<file path="config.mk">
export PLATFORM = sky130hd
export DESIGN_NAME = bf_uart_prog_loader
export DESIGN_NICKNAME = d
export VERILOG_FILES = /design/src/rtl/bf_uart_prog_loader.sv
export SDC_FILE = /design/constraint.sdc
export NUM_CORES = 1
export LEC_CHECK = 0
export ABC_AREA = 1
export BUFFER_PORTS_ARGS = -buffer_cell sky130_fd_sc_hd__buf_2
export CAP_MARGIN = 25
export CORE_UTILIZATION = 45
export CTS_CLUSTER_SIZE = 10
export DETAILED_ROUTE_END_ITERATION = 10
export PLACE_DENSITY = 0.71
export SETUP_SLACK_MARGIN = 0.02
export SYNTH_ARGS = -nofsm -noshare
export SYNTH_HDL_FRONTEND = slang
export SYNTH_SLANG_ARGS = --single-unit
</file>
<file path="constraint.sdc">
create_clock -name clk -period 1.7 [get_ports clk]
set_clock_uncertainty 0.1 [all_clocks]
set_input_delay 0.085 -clock clk [delete_from_list [all_inputs] [get_ports clk]]
set_output_delay 0.085 -clock clk [all_outputs]
set_load 0.005 [all_outputs]
</file>
<file path="src/rtl/bf_uart_prog_loader.sv">
// Brainfuck program loader: filters UART bytes into 3-bit opcodes written to program RAM,
// then releases the core and passes the receive stream through once '!' arrives.
module bf_uart_prog_loader #(
    parameter int unsigned PROG_ADDR_WIDTH = 11,
    parameter int unsigned PROG_DATA_WIDTH = 3,
    parameter int unsigned NEST_WIDTH      = 8
) (
    input  logic                       clk,
    input  logic                       rst,
    input  logic                       reload,
    input  logic [7:0]                 rx_data,
    input  logic                       rx_ready,
    output logic                       rx_clear,
    output logic [7:0]                 core_rx_data,
    output logic                       core_rx_ready,
    input  logic                       core_rx_clear,
    output logic [PROG_ADDR_WIDTH-1:0] prog_wr_addr,
    output logic [PROG_DATA_WIDTH-1:0] prog_wr_data,
    output logic                       prog_wr_en,
    output logic [PROG_ADDR_WIDTH:0]   prog_len,
    output logic                       core_rst,
    output logic                       load_done,
    output logic                       err_overflow,
    output logic                       err_unbalanced
);

    localparam logic [PROG_ADDR_WIDTH:0] Capacity = {1'b1, {PROG_ADDR_WIDTH{1'b0}}};
    localparam logic [7:0] CharTerm = 8'h21;
    localparam logic [7:0] CharOpen = 8'h5B;
    localparam logic [7:0] CharClose = 8'h5D;

    typedef enum logic [1:0] {StLoad, StDone, StError} state_e;

    state_e                       state_q, state_d;
    logic                         wr_en_q, wr_en_d;
    logic [PROG_ADDR_WIDTH-1:0]   wr_addr_q, wr_addr_d;
    logic [PROG_DATA_WIDTH-1:0]   wr_data_q, wr_data_d;
    logic [PROG_ADDR_WIDTH:0]     count_q, count_d;
    logic [NEST_WIDTH-1:0]        nest_q, nest_d;
    logic                         ovf_q, ovf_d;
    logic                         unb_q, unb_d;
    logic                         done_q, done_d;
    logic                         core_rst_q, core_rst_d;
    logic                         is_cmd;
    logic [2:0]                   opcode;

    always_comb begin
        is_cmd = 1'b1;
        opcode = 3'd0;
        case (rx_data)
            8'h3E:   opcode = 3'd0;
            8'h3C:   opcode = 3'd1;
            8'h2B:   opcode = 3'd2;
            8'h2D:   opcode = 3'd3;
            8'h2E:   opcode = 3'd4;
            8'h2C:   opcode = 3'd5;
            8'h5B:   opcode = 3'd6;
            8'h5D:   opcode = 3'd7;
            default: is_cmd = 1'b0;
        endcase
    end

    always_comb begin
        state_d       = state_q;
        wr_en_d       = 1'b0;
        wr_addr_d     = wr_addr_q;
        wr_data_d     = wr_data_q;
        count_d       = count_q;
        nest_d        = nest_q;
        ovf_d         = ovf_q;
        unb_d         = unb_q;
        rx_clear      = 1'b0;
        core_rx_ready = 1'b0;
        core_rx_data  = 8'h00;
        case (state_q)
            StLoad: begin
                rx_clear = rx_ready;
                if (rx_ready) begin
                    if (is_cmd) begin
                        if (count_q == Capacity) begin
                            ovf_d = 1'b1;
                        end else begin
                            wr_en_d   = 1'b1;
                            wr_addr_d = count_q[PROG_ADDR_WIDTH-1:0];
                            wr_data_d = PROG_DATA_WIDTH'(opcode);
                            count_d   = count_q + 1'b1;
                        end
                        // Depth saturates; overflowing the counter counts as a mismatch.
                        if (rx_data == CharOpen) begin
                            if (&nest_q) unb_d = 1'b1;
                            else         nest_d = nest_q + 1'b1;
                        end else if (rx_data == CharClose) begin
                            if (nest_q == '0) unb_d = 1'b1;
                            else              nest_d = nest_q - 1'b1;
                        end
                    end else if (rx_data == CharTerm) begin
                        if (nest_q != '0) unb_d = 1'b1;
                        state_d = (ovf_q || unb_d) ? StError : StDone;
                    end
                end
            end
            StDone: begin
                core_rx_data  = rx_data;
                core_rx_ready = rx_ready;
                rx_clear      = core_rx_clear;
            end
            StError: begin
                rx_clear = rx_ready;
            end
            default: state_d = StLoad;
        endcase
        done_d     = (state_d == StDone);
        core_rst_d = (state_d != StDone);
    end

    always_ff @(posedge clk) begin
        if (rst || reload) begin
            state_q    <= StLoad;
            wr_en_q    <= 1'b0;
            wr_addr_q  <= '0;
            wr_data_q  <= '0;
            count_q    <= '0;
            nest_q     <= '0;
            ovf_q      <= 1'b0;
            unb_q      <= 1'b0;
            done_q     <= 1'b0;
            core_rst_q <= 1'b1;
        end else begin
            state_q    <= state_d;
            wr_en_q    <= wr_en_d;
            wr_addr_q  <= wr_addr_d;
            wr_data_q  <= wr_data_d;
            count_q    <= count_d;
            nest_q     <= nest_d;
            ovf_q      <= ovf_d;
            unb_q      <= unb_d;
            done_q     <= done_d;
            core_rst_q <= core_rst_d;
        end
    end

    assign prog_wr_en     = wr_en_q;
    assign prog_wr_addr   = wr_addr_q;
    assign prog_wr_data   = wr_data_q;
    assign prog_len       = count_q;
    assign err_overflow   = ovf_q;
    assign err_unbalanced = unb_q;
    assign load_done      = done_q;
    assign core_rst       = core_rst_q | rst;

endmodule

</file>
# --- Word level (Yosys, flattened, before mapping) ---
# Cells that the tools add are included.
totals:
  n_memories: 0
  latchBits: 0
  ramBits: 0
  mem_bits_ro: 0
  input_bits: 13
  elab_cells: 79
  ff_bits: 41
op_classes:
  n_addsub: 3
  div_mod_pow: 0
  eq_ne: 19
  mux: 26
  shift: 0
  n_lt_le_gt_ge: 0
  reduce_logical: 16
  n_mul: 0
  bitwise: 5
ops:
  columns: ["cell", "count"]
  rows:
  - ["== test 8 x 6 -> 1 bit, second input constant", 7]
  - ["two-way mux 8 bit", 5]
  - ["one-hot mux 3 bit (7 select lines)", 1]
  - ["== test 8 x 7 -> 1 bit, second input constant", 2]
  - ["two-way mux 1 bit", 14]
  - ["adder 12 x 1 -> 12 bit, second input constant", 1]
  - ["== test 12 bit, second input constant", 1]
  - ["AND reduction 6 bit", 2]
  - ["adder 8 x 1 -> 8 bit, second input constant", 1]
  - ["logical NOT 8 bit", 1]
  - ["two-way mux 2 bit", 4]
  - ["AND reduction 4 bit", 2]
  - ["AND reduction 8 bit", 1]
  - ["nonzero test 8 bit", 1]
  - ["OR reduction 8 bit", 1]
  - ["subtractor 8 x 1 -> 8 bit, second input constant", 1]
  - ["!= test 3 x 1 -> 1 bit, second input constant", 2]
  - ["== test 2 x 1 -> 1 bit, second input constant", 2]
  - ["!= test 2 bit, second input constant", 2]
  - ["inverter 1 bit", 4]
  - ["one-hot mux 2 bit (2 select lines)", 1]
  - ["nonzero test 2 bit", 2]
  - ["OR reduction 2 bit", 2]
  - ["OR reduction 4 bit", 1]
  - ["7 further kinds", 8]

# --- Depth between registers and ports, before layout ---
# Gate-level depths: netlist of run 1.
logic_depth:
  word_depth: 13
  depth_mapped: 14

# --- Worst setup path before layout of run 1 ---
# No wires, ideal clock.
synth_timing:
  path_kind: "input -> register"
  start: "input port rx_data[7]"
  end: "register nest_q[5]"
  stages: 12
  slack_ps: -78
  t_arrival_ps: 1565
  path_cell_list: "inv_1 nand2_1 nor2_1 nand2_1 ha_1 a21oi_1 nand2_1 a21oi_1 xor2_1 nand2_1 nand2_1 nor2_1"
synth_via:
  elab_chain_cells: 4
  word_cells_on_any_way: 15
  cone_classes: "eq/ne: 10; mux: 2; reduce/logical: 3"
synth_lines:
  columns: ["item", "line", "source"]
  rows:
  - ["start, declared", "11", "input logic [7:0] rx_data,"]
  - ["== test 8 x 7 -> 1 bit (tied with other cells)", "50, 89", null]
  - ["OR reduction 8 bit (no source line)", null, null]
  - ["two-way mux 1 bit", "50", "case (rx_data)"]
  - ["AND reduction 6 bit (no source line)", null, null]
  - ["end signal, assigned", "134", "nest_q <= nest_d;"]
  - ["end, declared", "39", "logic [NEST_WIDTH-1:0] nest_q, nest_d;"]
# Parallel ways exist; a longest one is shown, timed or not.
# A chain may end at the register's enable or synchronous reset.

# --- Worst setup path in the final report of run 1 ---
layout_timing:
  start: "register count_q[1] (netlist: prog_len[1])"
  end: "register count_q[2] (netlist: prog_len[2])"
layout_via:
  elab_chain_cells: 3
  word_cells_on_any_way: 4
  cone_classes: "add/sub: 1; eq/ne: 1; bitwise: 1; reduce/logical: 1"
layout_lines:
  columns: ["item", "line", "source"]
  rows:
  - ["start, declared", "38", "logic [PROG_ADDR_WIDTH:0] count_q, count_d;"]
  - ["start signal, assigned", "133", "count_q <= count_d;"]
  - ["parallel branches: the longest is 3 deep, another holds adder 12 x 1 -> 12 bit", null, null]
# Several ways; the timed one is not identified.

==> results of run 1 <==
-- cells by family after synthesis --
group / share of synthesized area (%)
fa+ha+maj: 4.75
buf+inv: 8.61
compound gates: 10.1
xor+xnor: 2.77
flops: 32.5
simple gates: 41.3
-- registers in the layout, summed over array words and instances, names as in the netlist --
register and flops:
load_done 1, err_unbalanced 1, core_rst_q 1, state_q 2
err_overflow 1, prog_wr_data 3, nest_q 8, prog_wr_addr 11
prog_wr_en 1, prog_len 12
-- timing repair --
item / 4_1_cts / 5_1_grt
resized for setup: 0 / 28
setup buffers: 0 / 3
endpoints found under the setup margin: 0 / 28
-- power groups by stage --
stage / logic (mW) / clock network (mW) / registers (mW)
2_1_floorplan: 0.0813 / 0 / 0.987
3_3_place_gp: 0.156 / 0 / 0.987
3_5_place_dp: 0.158 / 0 / 0.987
4_1_cts: 0.158 / 0.675 / 0.965
5_1_grt: 0.184 / 0.718 / 0.965
6_report: 0.166 / 0.656 / 0.965
-- critical path: stages (launching register included) --
cell and delay, ps:
dfxtp_2 360, inv_2 50, ha_4 160, nand2_2 80, nor3_4 50, a21oi_4 260
buf_6 180, nand3_2 100, nor2_1 110, nor2_1 50
-- final cells by class --
class	instances	area, um2
sequential	41	831
tap	70	87.6
inverter	42	165
timing repair buffer	97	624
clock inverter	1	7.51
clock buffer	6	82.6
fill	505	1880
multi-input combinational	303	1600
-- cell usage after synthesis --
cell	count	area, um2
a21oi_2	1	8.76
fa_1	1	20.0
xnor2_1	5	43.8
nand3b_1	1	7.51
dfxtp_1	41	821
nor3_2	1	10.0
nand2_2	6	37.5
inv_2	1	3.75
inv_1	40	150
clkbuf_2	1	5.00
o21ai_1	2	10.0
xor2_1	3	26.3
buf_6	3	33.8
nand2_4	1	11.3
nand2_1	94	353
a21oi_4	1	16.3
o211ai_1	2	15.0
nor3_1	4	20.0
o211a_1	1	10.0
inv_4	1	6.26
clkbuf_1	3	11.3
nand3_1	24	120
nor2_4	2	22.5
nor2_1	85	319
nand3_4	1	17.5
or2_2	1	6.26
nor2_2	2	12.5
nand4_1	17	106
ha_1	8	100
o21ai_0	16	80.1
a21oi_1	23	115
buf_4	1	7.51
-- layer usage --
| layer | vias to the layer above | wire length, um |
|---|---|---|
| met4 | 0 | 102 |
| met3 | 14 | 297 |
| met1 | 1245 | 3200 |
| met5 | - | 0 |
| li1 | 1457 | - |
| met2 | 72 | 3020 |
-- stage by stage --
step	std cells	setup slack [ps]
finish	560	93.2
global route	560	-5.10
CTS	556	44.9
detailed placement	549	-201
global placement	549	-129
floorplan	393	69.7
-- how the worst max path moves through the flow --
stage | cells past startpoint | from | to
after global placement | 15 | rx_data[7] | nest_q[7]
after global routing | 16 | rx_data[7] | nest_q[7]
final | 9 | prog_len[1] | prog_len[2]
after CTS | 9 | prog_len[1] | prog_len[2]
after floorplan | 9 | prog_len[0] | prog_len[1]
after detailed placement | 15 | rx_data[7] | nest_q[7]
==> metrics.cfg, run 1 <==
[sta]
setup_viol_count_final=0
whs_ps=7.29
fmax_mhz=622
tns_ps=0
rsz0062_at_grt=true
hold_violations=0
relSlewSlack_pct=65.8
slew_violations=0
period_share_pct=94.5
tightest_slew_ps=512
fin_crit_ps=1610

[die]
ios=54
die_x_um=76.9
core_um2=5270
dieArea_um2=5920
start_util_pct=48.0
die-height_um=76.9
num_rows=26

[synth]
syn_area_um2=2530
syn_area_per_cell_um2=6.43
synthesis.instances=393
yosysSeqAreaShare_pct=32.5
syn_nets=415
ys_ff_latch=41
ys_warn_count=0
synth.distinct_cells=32

[layout]
layout_common_cells=nand2_1 (92), nor2_1 (80), buf_2 (53)
final_area_um2=3390
nNetsFinal=512
layout_commonest_cell=nand2_1
area_growth_pct=34.3
antenna_cells=0
drive_gt1_share_pct=30.0
utilization_pct=64.4

[placement]
gp_congestion=0.879
io_buffers=53
place_area_um2=3160
dp_hpwl_mm=4.93

[clock_tree]
ctsLongestPathBuffers=2
cts-root-buf=clkbuf_8
cts_buffers=5
tritoncts=yes
clock-sinks=41
htreeDepth=2
path_clk_slew_ps=80
clk_latency_ps=300
ctsHoldBuffers=0

[routing]
drt-wirelength-per-cell_um=11.8
first_pass_iters=5
routed_wl_mm=6.62
drt_iter0_drc=167
vias_per_cell=4.98
vias=2788
drc=0
detail-route-antenna-nets=0

[power_and_ir_drop]
ir_drop_mv=0.355
pwr_density_cell_nw_per_um2=527
internal-power_mw=1.35
power_frac_comb_pct=9.3
clkPwrFrac_pct=36.7
power.net_switching_uw=437
p_seq_share_pct=54.0
p_sw_share_pct=24.5
fin_total_pwr_mw=1.79
p_leak_nw=1.62

[worst_setup_path]
cp.arrival_ps=1690
crit_fanout=8
rrSetupSlack_ps=90
required_ps=1790
start_kind=register
r2r-start=prog_len[1]
worstSetupPathType=register to register
endpoint_kind=register
reg2reg_depth=9
r2r-end=prog_len[2]

[global_route]
grt.met2_usage_pct=37.0
use_met1_pct=30.6
use_met3_pct=4.17
grt_use_total_pct=23.2
grt_max_degree=27
grt_pass1_wl_mm=11.1
grt_pass1_vias=2497
grt_busiest_layer=met2
antenna_found_initial=0
gr-total-overflow=0

[hold_path]
min_delay_worst_endpoint=state_q[1]
min_path_type=primary input to register
worstHoldStart=rx_ready
whs_path_depth=4

[status]
outcome=completed

[run]
maxCapViolations=0

Power figures use the tool's default switching activity.
==> run 2, diff against run 1 <==
CTS_BUF_LIST = sky130_fd_sc_hd__clkbuf_4   (was unset)
==> run 2 against run 1 <==
  * Via count increased by 0.65%
  * Highest routed layer unchanged
  * Die area did not move
  * Wire length down 1.4%
  * Total power fell by 10%
  * Clock power decreased by 28%
  * Cell count up 0.71%
  * Final area decreased by 0.96%
  * Utilization is 0.62 points lower
  * Flip-flop and latch count stayed put
  * Critical path type unchanged
==> metrics.cfg, run 2 (synthesized netlist as in run 1, its figures left out) <==
[die]
die-height_um=76.9  ; unchanged
die_x_um=76.9  ; unchanged
dieArea_um2=5920  ; unchanged
num_rows=26  ; unchanged
core_um2=5270  ; unchanged
start_util_pct=48.0  ; unchanged
ios=54  ; unchanged

[global_route]
grt_pass1_vias=2503  ; was 2497
grt_use_total_pct=23.0  ; was 23.2%
gr-total-overflow=0  ; unchanged
grt_pass1_wl_mm=11.1  ; about the same
grt_max_degree=27  ; unchanged
antenna_found_initial=0  ; unchanged

[sta]
tightest_slew_ps=557  ; was 512 ps
period_share_pct=92.6  ; was 94.5%
rsz0062_at_grt=false  ; was true
slew_violations=0  ; unchanged
fmax_mhz=635  ; was 622 MHz
fin_crit_ps=1570  ; was 1610 ps
relSlewSlack_pct=62.8  ; was 65.8%
hold_violations=0  ; unchanged
setup_viol_count_final=0  ; unchanged

[routing]
routed_wl_mm=6.53  ; was 6.62 mm
detail-route-antenna-nets=0  ; unchanged
drt-wirelength-per-cell_um=11.6  ; was 11.8 um
first_pass_iters=4  ; was 5
vias=2806  ; was 2788
drc=0  ; unchanged
drt_iter0_drc=141  ; was 167
vias_per_cell=4.98  ; about the same

[power_and_ir_drop]
p_sw_share_pct=26.3  ; was 24.5%
p_seq_share_pct=60.2  ; was 54.0%
power.net_switching_uw=422  ; was 437 uW
p_leak_nw=1.62  ; about the same
pwr_density_cell_nw_per_um2=477  ; was 527 nW/um2
ir_drop_mv=0.375  ; was 0.355 mV
power_frac_comb_pct=10.4  ; was 9.3%
internal-power_mw=1.18  ; was 1.35 mW
clkPwrFrac_pct=29.4  ; was 36.7%

[layout]
layout_commonest_cell=nand2_1  ; unchanged
multi_input_area_um2=1580  ; was 1600 um2
layout.cells.non_filler=564  ; was 560
layout_common_cells=nand2_1 (91), nor2_1 (82), buf_2 (53)  ; was nand2_1 (92), nor2_1 (80), buf_2 (53)
area_growth_pct=33.0  ; was 34.3%
nNetsFinal=516  ; was 512
largest_reg_flops=12  ; unchanged
utilization_pct=63.8  ; was 64.4%
ff_latch_area_um2=831  ; unchanged
fillers=506  ; was 505
drive_gt1_share_pct=29.6  ; was 30.0%
antenna_cells=0  ; unchanged

[clock_tree]
tritoncts=yes  ; unchanged
cts_buffers=5  ; unchanged
path_clk_slew_ps=130  ; was 80 ps
cts-root-buf=clkbuf_4  ; was clkbuf_8
clk_latency_ps=360  ; was 300 ps
htreeDepth=2  ; unchanged
clock-sinks=41  ; unchanged
ctsLongestPathBuffers=2  ; unchanged

[placement]
dp_cells=549  ; unchanged
io_buffers=53  ; unchanged
gp_congestion=0.879  ; unchanged
dp_hpwl_mm=4.93  ; unchanged

[run]
maxCapViolations=0  ; unchanged

[worst_setup_path]
start_kind=register  ; unchanged
endpoint_kind=register  ; unchanged
cp.arrival_ps=1780  ; was 1690 ps
required_ps=1900  ; was 1790 ps
worstSetupPathType=register to register  ; unchanged
crit_fanout=9  ; was 8

[hold_path]
min_path_type=primary input to register  ; unchanged

[status]
outcome=completed  ; unchanged

## run 2: layout make-up
| class | instances | area share [%] |
|---|---|---|
| clock buffer | 5 | 1.12 |
| clock inverter | 2 | 0.335 |
| inverter | 42 | 4.77 |
| multi-input combinational | 302 | 47.1 |
| sequential | 41 | 24.7 |
| tap | 70 | 2.61 |
| timing repair buffer | 102 | 19.4 |
## run 2: power by group through the flow
| stage | Clock (mW) | Sequential [mW] | Combinational [mW] |
|---|---|---|---|
| 2_1_floorplan | 0 | 0.987 | 0.0813 |
| 3_3_place_gp | 0 | 0.987 | 0.156 |
| 3_5_place_dp | 0 | 0.987 | 0.158 |
| 4_1_cts | 0.489 | 0.966 | 0.160 |
| 5_1_grt | 0.526 | 0.967 | 0.185 |
| 6_report | 0.471 | 0.965 | 0.166 |
## run 2: stage by stage
stage          total power, mW  hold slack (ps)  setup WS (ps)  setup TNS [ps]  cell area, um2
2_1_floorplan             1.07              141           69.7               0            2540
3_3_place_gp              1.14              330           -129            -439            3160
3_5_place_dp              1.15              337           -201            -663            3160
4_1_cts                   1.62             55.1           42.4               0            3220
5_1_grt                   1.68             74.3           20.9               0            3360
6_report                  1.60             70.9            125               0            3360
## run 2: layer usage
metal | global-route usage (%) | wire length (um) | vias to the layer above
met3 | 3.69 | 418 | 12
met1 | 30.7 | 3050 | 1237
met4 | 9.04 | 129 | 0
met5 | 0 | 0 | -
met2 | 36.9 | 2920 | 88
li1 | - | - | 1469
## run 2: path summary, 6_finish.rpt
path,startpoint,to,slack [ps],cells after the start
max,prog_len[1],prog_wr_data[0],130,9
min,reload,core_rst_q,70,4
max reg2reg,prog_len[1],prog_wr_data[0],130,9
min reg2reg,prog_wr_addr[2],prog_wr_addr[2],370,2
## run 2: critical path, cell delays in order (launching register included)
cell,delay [ps]
dfxtp_2,350
inv_1,90
ha_4,150
nand2_2,60
nor3_4,250
a21oi_4,100
nand2_4,130
buf_4,140
nand2_1,50
a21oi_1,120
## run 2: repair_timing
| item | CTS | global route |
|---|---|---|
| resized for setup | 0 | 23 |
| hold endpoints to repair | 1 | 0 |
| hold buffers | 1 | 0 |
| setup endpoints to repair | 0 | 36 |
| buffers inserted | 0 | 7 |
